**config.mk**
```make
export PLATFORM = sky130hd
export DESIGN_NAME = bcd_stopwatch_mux
export DESIGN_NICKNAME = d
export VERILOG_FILES = /design/src/rtl/bcd_stopwatch_mux.sv
export SDC_FILE = /design/constraint.sdc
export NUM_CORES = 1
export LEC_CHECK = 0
export CAP_MARGIN = 20
export CORE_MARGIN = 3
export CORE_UTILIZATION = 38
export DETAILED_ROUTE_END_ITERATION = 7
export PLACE_DENSITY_LB_ADDON = 0.05
export SLEW_MARGIN = 15
export SYNTH_ARGS = -nofsm -noshare
export SYNTH_HDL_FRONTEND = slang
export SYNTH_SLANG_ARGS = --single-unit
```
**constraint.sdc**
```tcl
create_clock -name clk -period 2.7 [get_ports clk]
set_input_delay 0.27 -clock clk [delete_from_list [all_inputs] [get_ports clk]]
set_output_delay 0.27 -clock clk [all_outputs]
set_load 0.03 [all_outputs]
```
**src/rtl/bcd_stopwatch_mux.sv**
```systemverilog
// bcd_stopwatch_mux: DIGITS-wide cascaded BCD stopwatch with a tick prescaler,
// start/stop/single-step control, 2-flop input synchronisers, a sticky
// overflow flag and a time-multiplexed active-low 7-segment scan driver.
// Optional lap display freeze: define BCD_STOPWATCH_LAP_EN to build the
// lap latch; without it the lap port is ignored.
module bcd_stopwatch_mux #(
   parameter int TICK_DIV = 100000,
   parameter int DIGITS   = 4,
   parameter int SCAN_DIV = 65536,
   parameter int DP_DIGIT = 3
) (
   input  logic              clk,
   input  logic              rst,
   input  logic              switch,
   input  logic              inc,
   input  logic              lap,
   output logic [7:0]        num,
   output logic [DIGITS-1:0] loc,
   output logic              running,
   output logic              overflow
);

   localparam int TW = (TICK_DIV > 1) ? $clog2(TICK_DIV) : 1;
   localparam int SW = (SCAN_DIV > 1) ? $clog2(SCAN_DIV) : 1;
   localparam int IW = $clog2(DIGITS);
   localparam logic [TW-1:0] TICK_LAST = TW'(TICK_DIV - 1);
   localparam logic [SW-1:0] SCAN_LAST = SW'(SCAN_DIV - 1);
   localparam logic [IW-1:0] IDX_LAST  = IW'(DIGITS - 1);

   typedef enum logic [1:0] {
      ST_STOP = 2'd0,
      ST_RUN  = 2'd1,
      ST_STEP = 2'd2,
      ST_HOLD = 2'd3
   } state_t;

   // Active-low abcdefg pattern for one BCD digit; blank on an illegal code.
   function automatic logic [6:0] seg_decode(input logic [3:0] d);
      logic [6:0] s;
      case (d)
         4'd0:    s = 7'b0000001;
         4'd1:    s = 7'b1001111;
         4'd2:    s = 7'b0010010;
         4'd3:    s = 7'b0000110;
         4'd4:    s = 7'b1001100;
         4'd5:    s = 7'b0100100;
         4'd6:    s = 7'b0100000;
         4'd7:    s = 7'b0001111;
         4'd8:    s = 7'b0000000;
         4'd9:    s = 7'b0000100;
         default: s = 7'b1111111;
      endcase
      return s;
   endfunction

   logic                   sw_meta_q, sw_meta_d, sw_sync_q, sw_sync_d;
   logic                   inc_meta_q, inc_meta_d, inc_sync_q, inc_sync_d;
   logic                   inc_prev_q, inc_prev_d;
   logic [TW-1:0]          tick_cnt_q, tick_cnt_d;
   state_t                 state_q, state_d;
   logic                   running_q, running_d;
   logic [DIGITS-1:0][3:0] digits_q, digits_d;
   logic                   overflow_q, overflow_d;
   logic [SW-1:0]          scan_cnt_q, scan_cnt_d;
   logic [IW-1:0]          scan_idx_q, scan_idx_d;
   logic [7:0]             num_q, num_d;
   logic [DIGITS-1:0]      loc_q, loc_d;

   logic                   inc_rise_s;
   logic                   tick_s;
   logic                   count_en_s;
   logic [DIGITS-1:0][3:0] show_digits_s;
   logic [3:0]             disp_digit_s;
   logic                   dp_s;

   // Two-flop synchronisers for the asynchronous switch and inc inputs.
   always_comb begin
      sw_meta_d  = switch;
      sw_sync_d  = sw_meta_q;
      inc_meta_d = inc;
      inc_sync_d = inc_meta_q;
      inc_prev_d = inc_sync_q;
      inc_rise_s = inc_sync_q & ~inc_prev_q;
   end

   // Free-running tick prescaler; tick is the last count of each period.
   always_comb begin
      tick_s = (tick_cnt_q >= TICK_LAST);
      if (tick_s) begin
         tick_cnt_d = '0;
      end else begin
         tick_cnt_d = tick_cnt_q + TW'(1);
      end
   end

   // Control FSM: next state and the single count enable for the digit chain.
   always_comb begin
      state_d    = state_q;
      count_en_s = 1'b0;
      case (state_q)
         ST_STOP: begin
            if (sw_sync_q) begin
               state_d = ST_RUN;
            end else if (inc_rise_s) begin
               state_d = ST_STEP;
            end else begin
               state_d = ST_STOP;
            end
         end
         ST_RUN: begin
            count_en_s = tick_s;
            if (!sw_sync_q) begin
               state_d = ST_STOP;
            end else begin
               state_d = ST_RUN;
            end
         end
         ST_STEP: begin
            // One forced increment; ticks are never looked at outside RUN.
            count_en_s = 1'b1;
            state_d    = ST_HOLD;
         end
         ST_HOLD: begin
            // Wait for the button to be released before accepting switch again.
            if (!inc_sync_q) begin
               state_d = ST_STOP;
            end else begin
               state_d = ST_HOLD;
            end
         end
         default: begin
            state_d = ST_STOP;
         end
      endcase
      running_d = (state_d == ST_RUN);
   end

   // Cascaded BCD increment; a carry out of the top digit marks the wrap.
   always_comb begin : p_count
      logic carry_s;
      digits_d = digits_q;
      carry_s  = count_en_s;
      for (int k = 0; k < DIGITS; k++) begin
         if (carry_s) begin
            if (digits_q[k] >= 4'd9) begin
               digits_d[k] = 4'd0;
            end else begin
               digits_d[k] = digits_q[k] + 4'd1;
               carry_s     = 1'b0;
            end
         end else begin
            digits_d[k] = digits_q[k];
         end
      end
      if (carry_s) begin
         overflow_d = 1'b1;
      end else begin
         overflow_d = overflow_q;
      end
   end

   // Scan prescaler and digit index rotation.
   always_comb begin
      scan_cnt_d = scan_cnt_q + SW'(1);
      scan_idx_d = scan_idx_q;
      if (scan_cnt_q >= SCAN_LAST) begin
         scan_cnt_d = '0;
         if (scan_idx_q >= IDX_LAST) begin
            scan_idx_d = '0;
         end else begin
            scan_idx_d = scan_idx_q + IW'(1);
         end
      end else begin
         scan_idx_d = scan_idx_q;
      end
   end

`ifdef BCD_STOPWATCH_LAP_EN
   logic                   lap_meta_q, lap_meta_d, lap_sync_q, lap_sync_d;
   logic                   lap_prev_q, lap_prev_d;
   logic [DIGITS-1:0][3:0] lap_latch_q, lap_latch_d;
   logic                   lap_rise_s;

   // Lap synchroniser, capture on the synced rising edge, and display source.
   always_comb begin
      lap_meta_d  = lap;
      lap_sync_d  = lap_meta_q;
      lap_prev_d  = lap_sync_q;
      lap_rise_s  = lap_sync_q & ~lap_prev_q;
      lap_latch_d = lap_latch_q;
      if (lap_rise_s) begin
         lap_latch_d = digits_q;
      end else begin
         lap_latch_d = lap_latch_q;
      end
      // On the capture cycle the live digits are exactly what is being latched.
      if (lap_sync_q && !lap_rise_s) begin
         show_digits_s = lap_latch_q;
      end else begin
         show_digits_s = digits_q;
      end
   end

   // Lap state registers.
   always_ff @(posedge clk) begin
      if (rst) begin
         lap_meta_q  <= 1'b0;
         lap_sync_q  <= 1'b0;
         lap_prev_q  <= 1'b0;
         lap_latch_q <= '0;
      end else begin
         lap_meta_q  <= lap_meta_d;
         lap_sync_q  <= lap_sync_d;
         lap_prev_q  <= lap_prev_d;
         lap_latch_q <= lap_latch_d;
      end
   end
`else
   logic unused_lap_s;

   // Without the lap feature the display always follows the live count.
   always_comb begin
      unused_lap_s  = lap;
      show_digits_s = digits_q;
   end
`endif

   // Segment and digit-enable patterns for the currently selected position.
   always_comb begin
      disp_digit_s = show_digits_s[scan_idx_q];
      if (int'(scan_idx_q) == DP_DIGIT) begin
         dp_s = 1'b0;
      end else begin
         dp_s = 1'b1;
      end
      num_d = {seg_decode(disp_digit_s), dp_s};
      loc_d = ~(DIGITS'(1) << scan_idx_q);
   end

   // All core state registers with synchronous reset.
   always_ff @(posedge clk) begin
      if (rst) begin
         sw_meta_q  <= 1'b0;
         sw_sync_q  <= 1'b0;
         inc_meta_q <= 1'b0;
         inc_sync_q <= 1'b0;
         inc_prev_q <= 1'b0;
         tick_cnt_q <= '0;
         state_q    <= ST_STOP;
         running_q  <= 1'b0;
         digits_q   <= '0;
         overflow_q <= 1'b0;
         scan_cnt_q <= '0;
         scan_idx_q <= '0;
         num_q      <= 8'hFF;
         loc_q      <= {DIGITS{1'b1}};
      end else begin
         sw_meta_q  <= sw_meta_d;
         sw_sync_q  <= sw_sync_d;
         inc_meta_q <= inc_meta_d;
         inc_sync_q <= inc_sync_d;
         inc_prev_q <= inc_prev_d;
         tick_cnt_q <= tick_cnt_d;
         state_q    <= state_d;
         running_q  <= running_d;
         digits_q   <= digits_d;
         overflow_q <= overflow_d;
         scan_cnt_q <= scan_cnt_d;
         scan_idx_q <= scan_idx_d;
         num_q      <= num_d;
         loc_q      <= loc_d;
      end
   end

   assign num      = num_q;
   assign loc      = loc_q;
   assign running  = running_q;
   assign overflow = overflow_q;

endmodule

```
==> results of run 1 <==
[cell usage after synthesis, types with 2 or more instances]
cell,count
sky130_fd_sc_hd__nand3_1,19
sky130_fd_sc_hd__or3_1,2
sky130_fd_sc_hd__o21ai_0,11
sky130_fd_sc_hd__o31ai_1,3
sky130_fd_sc_hd__and4_1,3
sky130_fd_sc_hd__nor3b_1,3
sky130_fd_sc_hd__xnor2_1,13
sky130_fd_sc_hd__mux4_2,3
sky130_fd_sc_hd__ha_1,28
sky130_fd_sc_hd__nor2b_1,7
sky130_fd_sc_hd__nor3_2,2
sky130_fd_sc_hd__a41oi_1,2
sky130_fd_sc_hd__dfxtp_1,71
sky130_fd_sc_hd__and2_1,2
sky130_fd_sc_hd__nand2_1,31
sky130_fd_sc_hd__buf_2,5
sky130_fd_sc_hd__a31oi_1,3
sky130_fd_sc_hd__or4_1,3
sky130_fd_sc_hd__nor2_1,54
sky130_fd_sc_hd__nand4_1,4
sky130_fd_sc_hd__buf_4,2
sky130_fd_sc_hd__or4b_1,2
sky130_fd_sc_hd__clkbuf_1,5
sky130_fd_sc_hd__a21boi_1,2
sky130_fd_sc_hd__nor3_1,4
sky130_fd_sc_hd__and3_1,8
sky130_fd_sc_hd__inv_1,20
sky130_fd_sc_hd__a21oi_1,19
sky130_fd_sc_hd__nand4b_1,2
sky130_fd_sc_hd__xor2_1,16
[cell type report]
cell class	instances	area share [%]
clock buffer	12	3.99
sequential	71	36.5
multi-input combinational	271	47.3
tap	105	3.38
timing repair buffer	20	4.95
inverter	20	1.93
clock inverter	4	1.96
[power by group]
| group | switching [mW] | leakage (nW) | internal [mW] |
|---|---|---|---|
| clock network | 0.402 | 0.113 | 0.575 |
| registers | 0.0101 | 0.577 | 1.06 |
| logic | 0.0482 | 0.730 | 0.0307 |
[stage by stage]
step	hold WS [ps]	instances
after floorplan	398	375
after global placement	419	487
after detailed placement	425	487
after CTS	443	503
after global routing	463	503
final	438	503
[registers in the layout, indices dropped and copies added, names as in the netlist]
register / cells
digits_q: 16
inc_meta_q: 1
inc_prev_d: 1
inc_prev_q: 1
loc: 3
num: 8
overflow: 1
running: 1
scan_cnt_q: 16
scan_idx_q: 2
state_q: 2
sw_meta_q: 1
sw_sync_q: 1
tick_cnt_q: 17
[logic make-up (layout without fill, tap and decap cells)]
kind of cell             count (synthesis)  after routing  share of synthesized area [%]
AND/OR/NAND/NOR                        157            157                           23.6
flip-flops                              71             71                           41.8
AO/OA/AOI/OAI                           51             51                           9.28
buffers and inverters                   33             56                           4.05
XOR/XNOR                                29             29                           7.47
adder cells (fa/ha/maj)                 28             28                           10.3
multiplexers                             6              6                           3.50
[final timing paths]
kind / start / end / slack, ps / cells past startpoint
setup / recovery: digits_q[8] / digits_q[13] / 570 / 6
hold / removal: inc_meta_q / inc_prev_d / 440 / 1
setup reg to reg: digits_q[8] / digits_q[13] / 570 / 6
hold reg to reg: inc_meta_q / inc_prev_d / 440 / 1
[routing by layer]
metal  share of wire (%)  track usage, %  vias up
li1                    -               -     1315
met1                  51            17.7     1142
met2                  44            21.5       33
met3                 3.1            2.91        9
met4                 1.7            5.91        0
met5                   0               0        -
==> impl_metrics.toml, run 1 <==
[global_routing]
global_route_wire_length_before_repair_mm = 11.0
grt_antenna_before_repair = 0
gr-usage-all-layers_pct = 13.5
largest_net_degree_at_the_start_of_global_routing = 32
first_global_vias = 2347
grt.overflow.total = 0

[power]
ir_worst_vdd_v = 0.000303
totalPowerFinal_mw = 2.13
leakagePower_nw = 1.42
powerDensity_nw_per_um2 = 547

[cts]
tritoncts = "yes"
worst_skew_pair.late_latency_ps = 340
post_cts.resized_instances = 0
tritoncts_num_sinks = 71
post_cts_clock_slew_at_the_launch_and_capture_registers_of_the_worst_setup_and_hold_paths_ps = 70
cts_max_path_buffers = 2
clockRootBuffer = "sky130_fd_sc_hd__clkbuf_8"
cts_hold_buf = 0
cts-buffers-inserted = 9
postCtsSetupBuffers = 0
clock_tree.htree_level_count = 3

[worst_setup_path]
worst_path_max_delay_cell = "sky130_fd_sc_hd__or4_1"
timing.critical_path.max_delay_family = "simple AND/OR/NAND/NOR gates"
cp_data_arrival_time_ps = 2390
worst-path-max-fanout = 7
timing.critical_path.cells = "inv_1 -> ha_1 -> a21boi_1 -> nand2_1 -> or4_1 -> o31ai_1"
critPathRequiredTime_ps = 2960
setup.worst_path.end_class = "flop"
timing_worst_setup_path_type = "reg -> reg"
cp.buffers_inverters = 1
critPathLaunchType = "flop"
max_stage_delay_ps = 540

[synth]
async_set_or_reset_flop_fraction_in_the_synthesized_netlist_pct = 0
syn-cell-area_um2 = 3400
synth.yosys.warnings = 0
synthDominantCellAreaShare_pct = 41.8
synth.area.top_cells = "sky130_fd_sc_hd__dfxtp_1 (42%), sky130_fd_sc_hd__ha_1 (10%), sky130_fd_sc_hd__nor2_1 (6.0%)"
ys_types = 56
post-synth-top-area-cell = "sky130_fd_sc_hd__dfxtp_1"
synthesis.nets = 408
synth.yosys.seq_area_share_pct = 41.8
syn_inst = 375
synthesis.area_per_instance_um2 = 9.07
ys_dominant_reg_cell = "sky130_fd_sc_hd__dfxtp_1"
number_of_synthesized_flops_with_an_enable_pin = 0
synth-seq-cells = 71

[layout]
final_layout_size_suffix_gt1_share_pct = 7.79
sequential_cell_area_um2 = 1420
area_growth_pct = 14.5
layout_commonest_cell = "sky130_fd_sc_hd__dfxtp_1"
layout.cells.most_common_list = "sky130_fd_sc_hd__dfxtp_1 (71), sky130_fd_sc_hd__nor2_1 (54), sky130_fd_sc_hd__nand2_1 (31)"
nets = 426
layout.core_utilization_pct = 46.0
num-fill-cells = 830
layout.cell_area.non_filler_um2 = 3890
multi_input_area_um2 = 1840
n_diodes = 0

[die]
dieArea_um2 = 10100
chipHeight_um = 101
die_x_um = 101
io_pins = 19
initial_core_util_pct = 40.2
core.rowCount = 33
core_um2 = 8460

[placement]
place_congestion = 0.775
dp_worst_setup_slack_ps = 580
placement.io_buffers = 17
detailed_place.area_um2 = 3660
hpwl_mm = 4.38

[drt]
via_count = 2499
via_per_inst = 4.97
route.final.wire_length_mm = 6.30
routed_wire_length_per_instance_um = 12.5
drt_pass1_iterations = 4
drc_marker_count_from_the_first_detailed_route_iteration = 74
post-route-drc-count = 0
drtAntennaViolNets = 0

[timing]
timing_worst_slew_pin_value_ps = 628
fmaxAchievable_mhz = 469
crit_path_setup_slack_layout_ps = 569
fin_skew_ps = 8.04
final_max_slew_viol_count = 0
slew_headroom_pct = 58.2
post-route-period-util_pct = 78.9
final.setup.tns_ps = 0
grt_setup_unrepaired = "no"
hold_viol_final = 0
period_needed_ps = 2130
setup-violations-final = 0

[status]
run_status = "completed"

[min_path]
worstHoldPathType = "reg -> reg"

[job]
timing.max_cap.violations = 0
Note: power is estimated with default switching activity, not from simulation.
==> run 2, diff against run 1 <==
- clock period: 2.7 -> 1.9 ns (I/O delays scaled with it)
==> impl_metrics.toml, run 2 (synthesis gave the netlist of run 1 again) <==
[status]
run_status = "finished, violations left"
violations = "setup timing"

[global_routing]
busiest_metal_layer_after_global_routing = "met2"
grt_antenna_before_repair = 0
grt.overflow.total = 0
largest_net_degree_at_the_start_of_global_routing = 22
met2_usage_pct = 22.9
gr-usage-all-layers_pct = 14.1
global_route_wire_length_before_repair_mm = 11.4
first_global_vias = 2544
grtUsageMet3_pct = 3.74
grt_use_met1_pct = 17.6

[power]
p_switching_mw = 0.645
clockPowerShare_pct = 49.6
totalPowerFinal_mw = 3.30
switching_share_pct = 19.6
share_seq_of_total_power_pct = 46.3
leakagePower_nw = 1.62
power_frac_comb_pct = 4.1
powerDensity_nw_per_um2 = 763
internal_power_mw = 2.65
ir_worst_vdd_v = 0.000384

[timing]
fin_skew_ps = 9.29
post-route-period-util_pct = 104
fmaxAchievable_mhz = 508
crit_path_setup_slack_layout_ps = -70.1
hold_viol_final = 0
setup-violations-final = 5
period_needed_ps = 1970
final_max_slew_viol_count = 0
timing_worst_slew_pin_value_ps = 391
slew_headroom_pct = 73.7
grt_setup_unrepaired = "yes"

[die]
io_pins = 19
die_x_um = 101
chipHeight_um = 101
initial_core_util_pct = 40.2
core.rowCount = 33
core_um2 = 8460
dieArea_um2 = 10100

[cts]
cts_max_path_buffers = 2
cts-buffers-inserted = 9
tritoncts = "yes"
clockRootBuffer = "sky130_fd_sc_hd__clkbuf_8"
clock_tree.htree_level_count = 3
worst_skew_pair.late_latency_ps = 340
cts_hold_buf = 0
post_cts_clock_slew_at_the_launch_and_capture_registers_of_the_worst_setup_and_hold_paths_ps = 70
tritoncts_num_sinks = 71

[drt]
post-route-drc-count = 0
via_per_inst = 4.91
routed_wire_length_per_instance_um = 12.4
route.final.wire_length_mm = 6.62
drc_marker_count_from_the_first_detailed_route_iteration = 92
drt_pass1_iterations = 4
via_count = 2617
drtAntennaViolNets = 0

[layout]
top_register = "tick_cnt_q"
nets = 456
final_layout_size_suffix_gt1_share_pct = 20.6
layoutNonFillerInstCount = 533
layout_commonest_cell = "sky130_fd_sc_hd__dfxtp_1"
layout.cells.most_common_list = "sky130_fd_sc_hd__dfxtp_1 (65), sky130_fd_sc_hd__nor2_1 (52), sky130_fd_sc_hd__nand2_1 (30), sky130_fd_sc_hd__buf_4 (30), sky130_fd_sc_hd__ha_1 (24)"
max_ffs_per_register = 17
largest_registers = "tick_cnt_q: 17 flops, digits_q: 16 flops, scan_cnt_q: 16 flops"
n_diodes = 0
area_growth_pct = 27.0

[worst_setup_path]
worst-path-max-fanout = 5
r2r-end = "digits_q[12]"
r2r_setup_slack_ps = -70
timing.critical_path.cells = "inv_4 -> ha_4 -> or3b_4 -> and2_4 -> a32oi_4 -> buf_6 -> nor2_4 -> mux2_4"
worst_path_max_delay_cell = "sky130_fd_sc_hd__or3b_4"
ff2ff_path_depth = 8
critPathRequiredTime_ps = 2130
critPathLaunchType = "flop"
r2r_start = "digits_q[0]"
critical_path.startpoint = "digits_q[0]"
setup.worst_path.end_class = "flop"
max_stage_delay_ps = 390
timing_worst_setup_path_type = "reg -> reg"
cp_data_arrival_time_ps = 2200

[min_path]
worstHoldPathType = "in -> reg"
hold_path.startpoint = "inc"
min_to = "inc_meta_q"
whs_path_depth = 2

[placement]
hpwl_mm = 4.62
numPlacedInstances = 514
placement.io_buffers = 17
place_congestion = 0.758

[job]
timing.max_cap.violations = 0
==> run 2: changes by cell type in the layout (fill, tap and decap cells not counted), moves of 2 or more <==
cell and delta:
sky130_fd_sc_hd__ha_1 -4, sky130_fd_sc_hd__nor2_1 -2, sky130_fd_sc_hd__a21oi_1 -2, sky130_fd_sc_hd__dfxtp_2 +5
sky130_fd_sc_hd__ha_4 +3, sky130_fd_sc_hd__inv_1 -3, sky130_fd_sc_hd__inv_4 +2, sky130_fd_sc_hd__buf_4 +27
sky130_fd_sc_hd__bufinv_16 +2, sky130_fd_sc_hd__nand3_1 -2, sky130_fd_sc_hd__a21oi_2 +2, sky130_fd_sc_hd__nand3_2 +2
sky130_fd_sc_hd__dfxtp_1 -6
==> run 2: how the worst max path moves through the flow <==
stage | slack, ps | cells past startpoint | end
2_1_floorplan | -6 | 8 | digits_q[12]
3_3_place_gp | -30 | 8 | digits_q[12]
3_5_place_dp | -60 | 8 | digits_q[6]
4_1_cts | -60 | 8 | digits_q[12]
5_1_grt | -120 | 8 | digits_q[12]
6_report | -70 | 8 | digits_q[12]
==> run 2: area by class of cell <==
class | instances | area [um2]
Fill cell | 786 | 4150
Multi-Input combinational cell | 271 | 1960
Sequential cell | 71 | 1430
Timing Repair Buffer | 50 | 432
Clock buffer | 11 | 151
Tap cell | 105 | 131
Clock inverter | 5 | 128
Inverter | 20 | 80.1
==> run 2: per-stage QoR <==
step | cell area, um2 | worst slack [ps] | TNS [ps] | utilization [%] | hold slack [ps]
floorplan | 3400 | -6.15 | -10.4 | - | 318
detailed placement | 3880 | -64.3 | -212 | 45.8 | 424
global route | 4320 | -121 | -571 | 51.0 | 407
global placement | 3880 | -26.7 | -51.9 | 45.8 | 418
finish | 4320 | -70.1 | -157 | 51.0 | 399
CTS | 4260 | -64.1 | -235 | 50.4 | 381
==> run 2: timing repair <==
item | 4_1_cts | 5_1_grt
resized for setup | 18 | 17
buffers inserted | 2 | 0
endpoints found under the setup margin | 8 | 18
cloned | 1 | 0
pin swaps | 5 | 8
==> run 2: worst max-delay path, delay by kind of cell (launching register included) <==
kind	cells	cell delay (ps)
buf+inv	2	230
mux	1	290
flops	1	370
simple gates	3	600
fa+ha+maj	1	110
compound gates	1	270
==> run 2: power groups by stage <==
stage	logic [mW]	clock network (mW)	registers, mW
after floorplan	0.0556	0	1.58
after global placement	0.133	0	1.56
after detailed placement	0.133	0	1.56
after CTS	0.138	1.69	1.52
after global routing	0.153	1.74	1.53
final	0.137	1.63	1.52
==> run 2: metal layers <==
metal	share of wire (%)	routed length [um]
met4	1.5	102
met5	0	0
met2	46	3070
met3	2.9	189
met1	49	3260
==> run 3, diff against run 2 <==
- clock period: 1.9 -> 2 ns (I/O delays scaled with it)
==> impl_metrics.toml, run 3 (synthesis gave the netlist of run 1 again) <==
[layout]
layout.cell_area.non_filler_um2 = 4070
layout.cells.most_common_list = "sky130_fd_sc_hd__dfxtp_1 (67), sky130_fd_sc_hd__nor2_1 (53), sky130_fd_sc_hd__nand2_1 (31)"
area_growth_pct = 19.7
n_diodes = 0
layoutNonFillerInstCount = 526
max_ffs_per_register = 17
top_register = "tick_cnt_q"
nets = 449
layout.core_utilization_pct = 48.1
largest_registers = "tick_cnt_q: 17 flops, digits_q: 16 flops, scan_cnt_q: 16 flops"
layout_commonest_cell = "sky130_fd_sc_hd__dfxtp_1"
final_layout_size_suffix_gt1_share_pct = 15.7

[timing]
fin_skew_ps = 8.67
crit_path_setup_slack_layout_ps = 31.1
fin_worst_hold_slack_ps = 394
fmaxAchievable_mhz = 508
post-route-period-util_pct = 98.4
final_max_slew_viol_count = 0
period_needed_ps = 1970
grt_setup_unrepaired = "yes"
slew_headroom_pct = 52.0
timing_worst_slew_pin_value_ps = 720
hold_viol_final = 0
setup-violations-final = 0
final.setup.tns_ps = 0

[power]
clockPowerShare_pct = 42.9
power_frac_comb_pct = 4.5
totalPowerFinal_mw = 2.75
powerDensity_nw_per_um2 = 675
share_seq_of_total_power_pct = 52.7
leakagePower_nw = 1.53
switching_share_pct = 24.4
internal_power_mw = 2.08
ir_worst_vdd_v = 0.000401
p_switching_mw = 0.672

[global_routing]
largest_net_degree_at_the_start_of_global_routing = 32
grt_antenna_before_repair = 0
gr-usage-all-layers_pct = 13.9
first_global_vias = 2539
grt.overflow.total = 0
global_route_wire_length_before_repair_mm = 11.4

[drt]
post-route-drc-count = 0
drtAntennaViolNets = 0
drc_marker_count_from_the_first_detailed_route_iteration = 56
via_count = 2609
drt_pass1_iterations = 4
routed_wire_length_per_instance_um = 12.1
via_per_inst = 4.96
route.final.wire_length_mm = 6.39

[die]
core_um2 = 8460
io_pins = 19
initial_core_util_pct = 40.2
die_x_um = 101
core.rowCount = 33
dieArea_um2 = 10100
chipHeight_um = 101

[worst_setup_path]
ff2ff_path_depth = 8
cp.buffers_inverters = 2
setup.worst_path.end_class = "flop"
timing.critical_path.max_delay_family = "simple AND/OR/NAND/NOR gates"
timing.critical_path.cells = "inv_1 -> ha_1 -> or3b_4 -> and2_4 -> a32oi_1 -> buf_4 -> nor2_4 -> mux2_4"
critPathRequiredTime_ps = 2240
r2r_start = "digits_q[0]"
timing_worst_setup_path_type = "reg -> reg"
worst_path_max_delay_cell = "sky130_fd_sc_hd__or3b_4"
r2r-end = "digits_q[12]"
critPathLaunchType = "flop"
worst-path-max-fanout = 11
cp_data_arrival_time_ps = 2210
max_stage_delay_ps = 390
r2r_setup_slack_ps = 30

[cts]
cts_max_path_buffers = 2
clockRootBuffer = "sky130_fd_sc_hd__clkbuf_8"
post_cts_clock_slew_at_the_launch_and_capture_registers_of_the_worst_setup_and_hold_paths_ps = 90
tritoncts_num_sinks = 71
clock_tree.htree_level_count = 3
worst_skew_pair.late_latency_ps = 350
cts-buffers-inserted = 9
tritoncts = "yes"

[min_path]
min_to = "sw_meta_q"
hold_path.startpoint = "switch"
whs_path_depth = 2
worstHoldPathType = "in -> reg"

[placement]
hpwl_mm = 4.57
numPlacedInstances = 510
detailed_place.area_um2 = 3840
placement.io_buffers = 17
place_congestion = 0.782
dp_worst_setup_slack_ps = 7.72

[status]
run_status = "completed"

[job]
timing.max_cap.violations = 0
## run 3: changes by cell type in the layout (fill, tap and decap cells not counted), sizes merged
cell      change
buf           -7
clkinv        +2
clkinvlp      +1
inv           +2
clkbuf        -2
bufinv        -3
## run 3: power groups by stage
stage / clock network (mW) / logic (mW) / registers [mW]
after global routing: 1.28 / 0.135 / 1.45
after detailed placement: 0 / 0.123 / 1.48
after floorplan: 0 / 0.0528 / 1.50
after global placement: 0 / 0.122 / 1.48
after CTS: 1.23 / 0.124 / 1.45
final: 1.18 / 0.123 / 1.45
## run 3: worst max-delay path by stage
| stage | startpoint | endpoint | cells after the start |
|---|---|---|---|
| global placement | tick_cnt_q[0] | tick_cnt_q[14] | 6 |
| CTS | digits_q[0] | digits_q[13] | 8 |
| detailed placement | state_q[0] | digits_q[6] | 8 |
| floorplan | digits_q[1] | digits_q[12] | 8 |
| global route | digits_q[0] | digits_q[12] | 8 |
| finish | digits_q[0] | digits_q[12] | 8 |
## run 3: repair_timing
| item | in CTS | in global routing |
|---|---|---|
| pin swaps | 0 | 1 |
| hold buffers | 0 | 0 |
| gates resized for setup | 1 | 9 |
| endpoints found under the setup margin | 2 | 10 |
| cloned | 0 | 0 |
| setup buffers | 0 | 0 |
## run 3: layer usage
metal / part of all wire, % / wire length (um) / track usage [%]
met1: 49 / 3120 / 17.4
met2: 47 / 2970 / 22.4
met3: 3.0 / 192 / 3.94
met4: 1.6 / 103 / 5.91
met5: 0 / 0 / 0
## run 3: final cells by class
class	instances	area, um2
clock buffers	9	124
clock inverters	7	80.1
fillers	818	4390
inverters	20	75.1
multi-input cells	271	1870
flip-flops and latches	71	1430
well taps	105	131
repair buffers	43	365
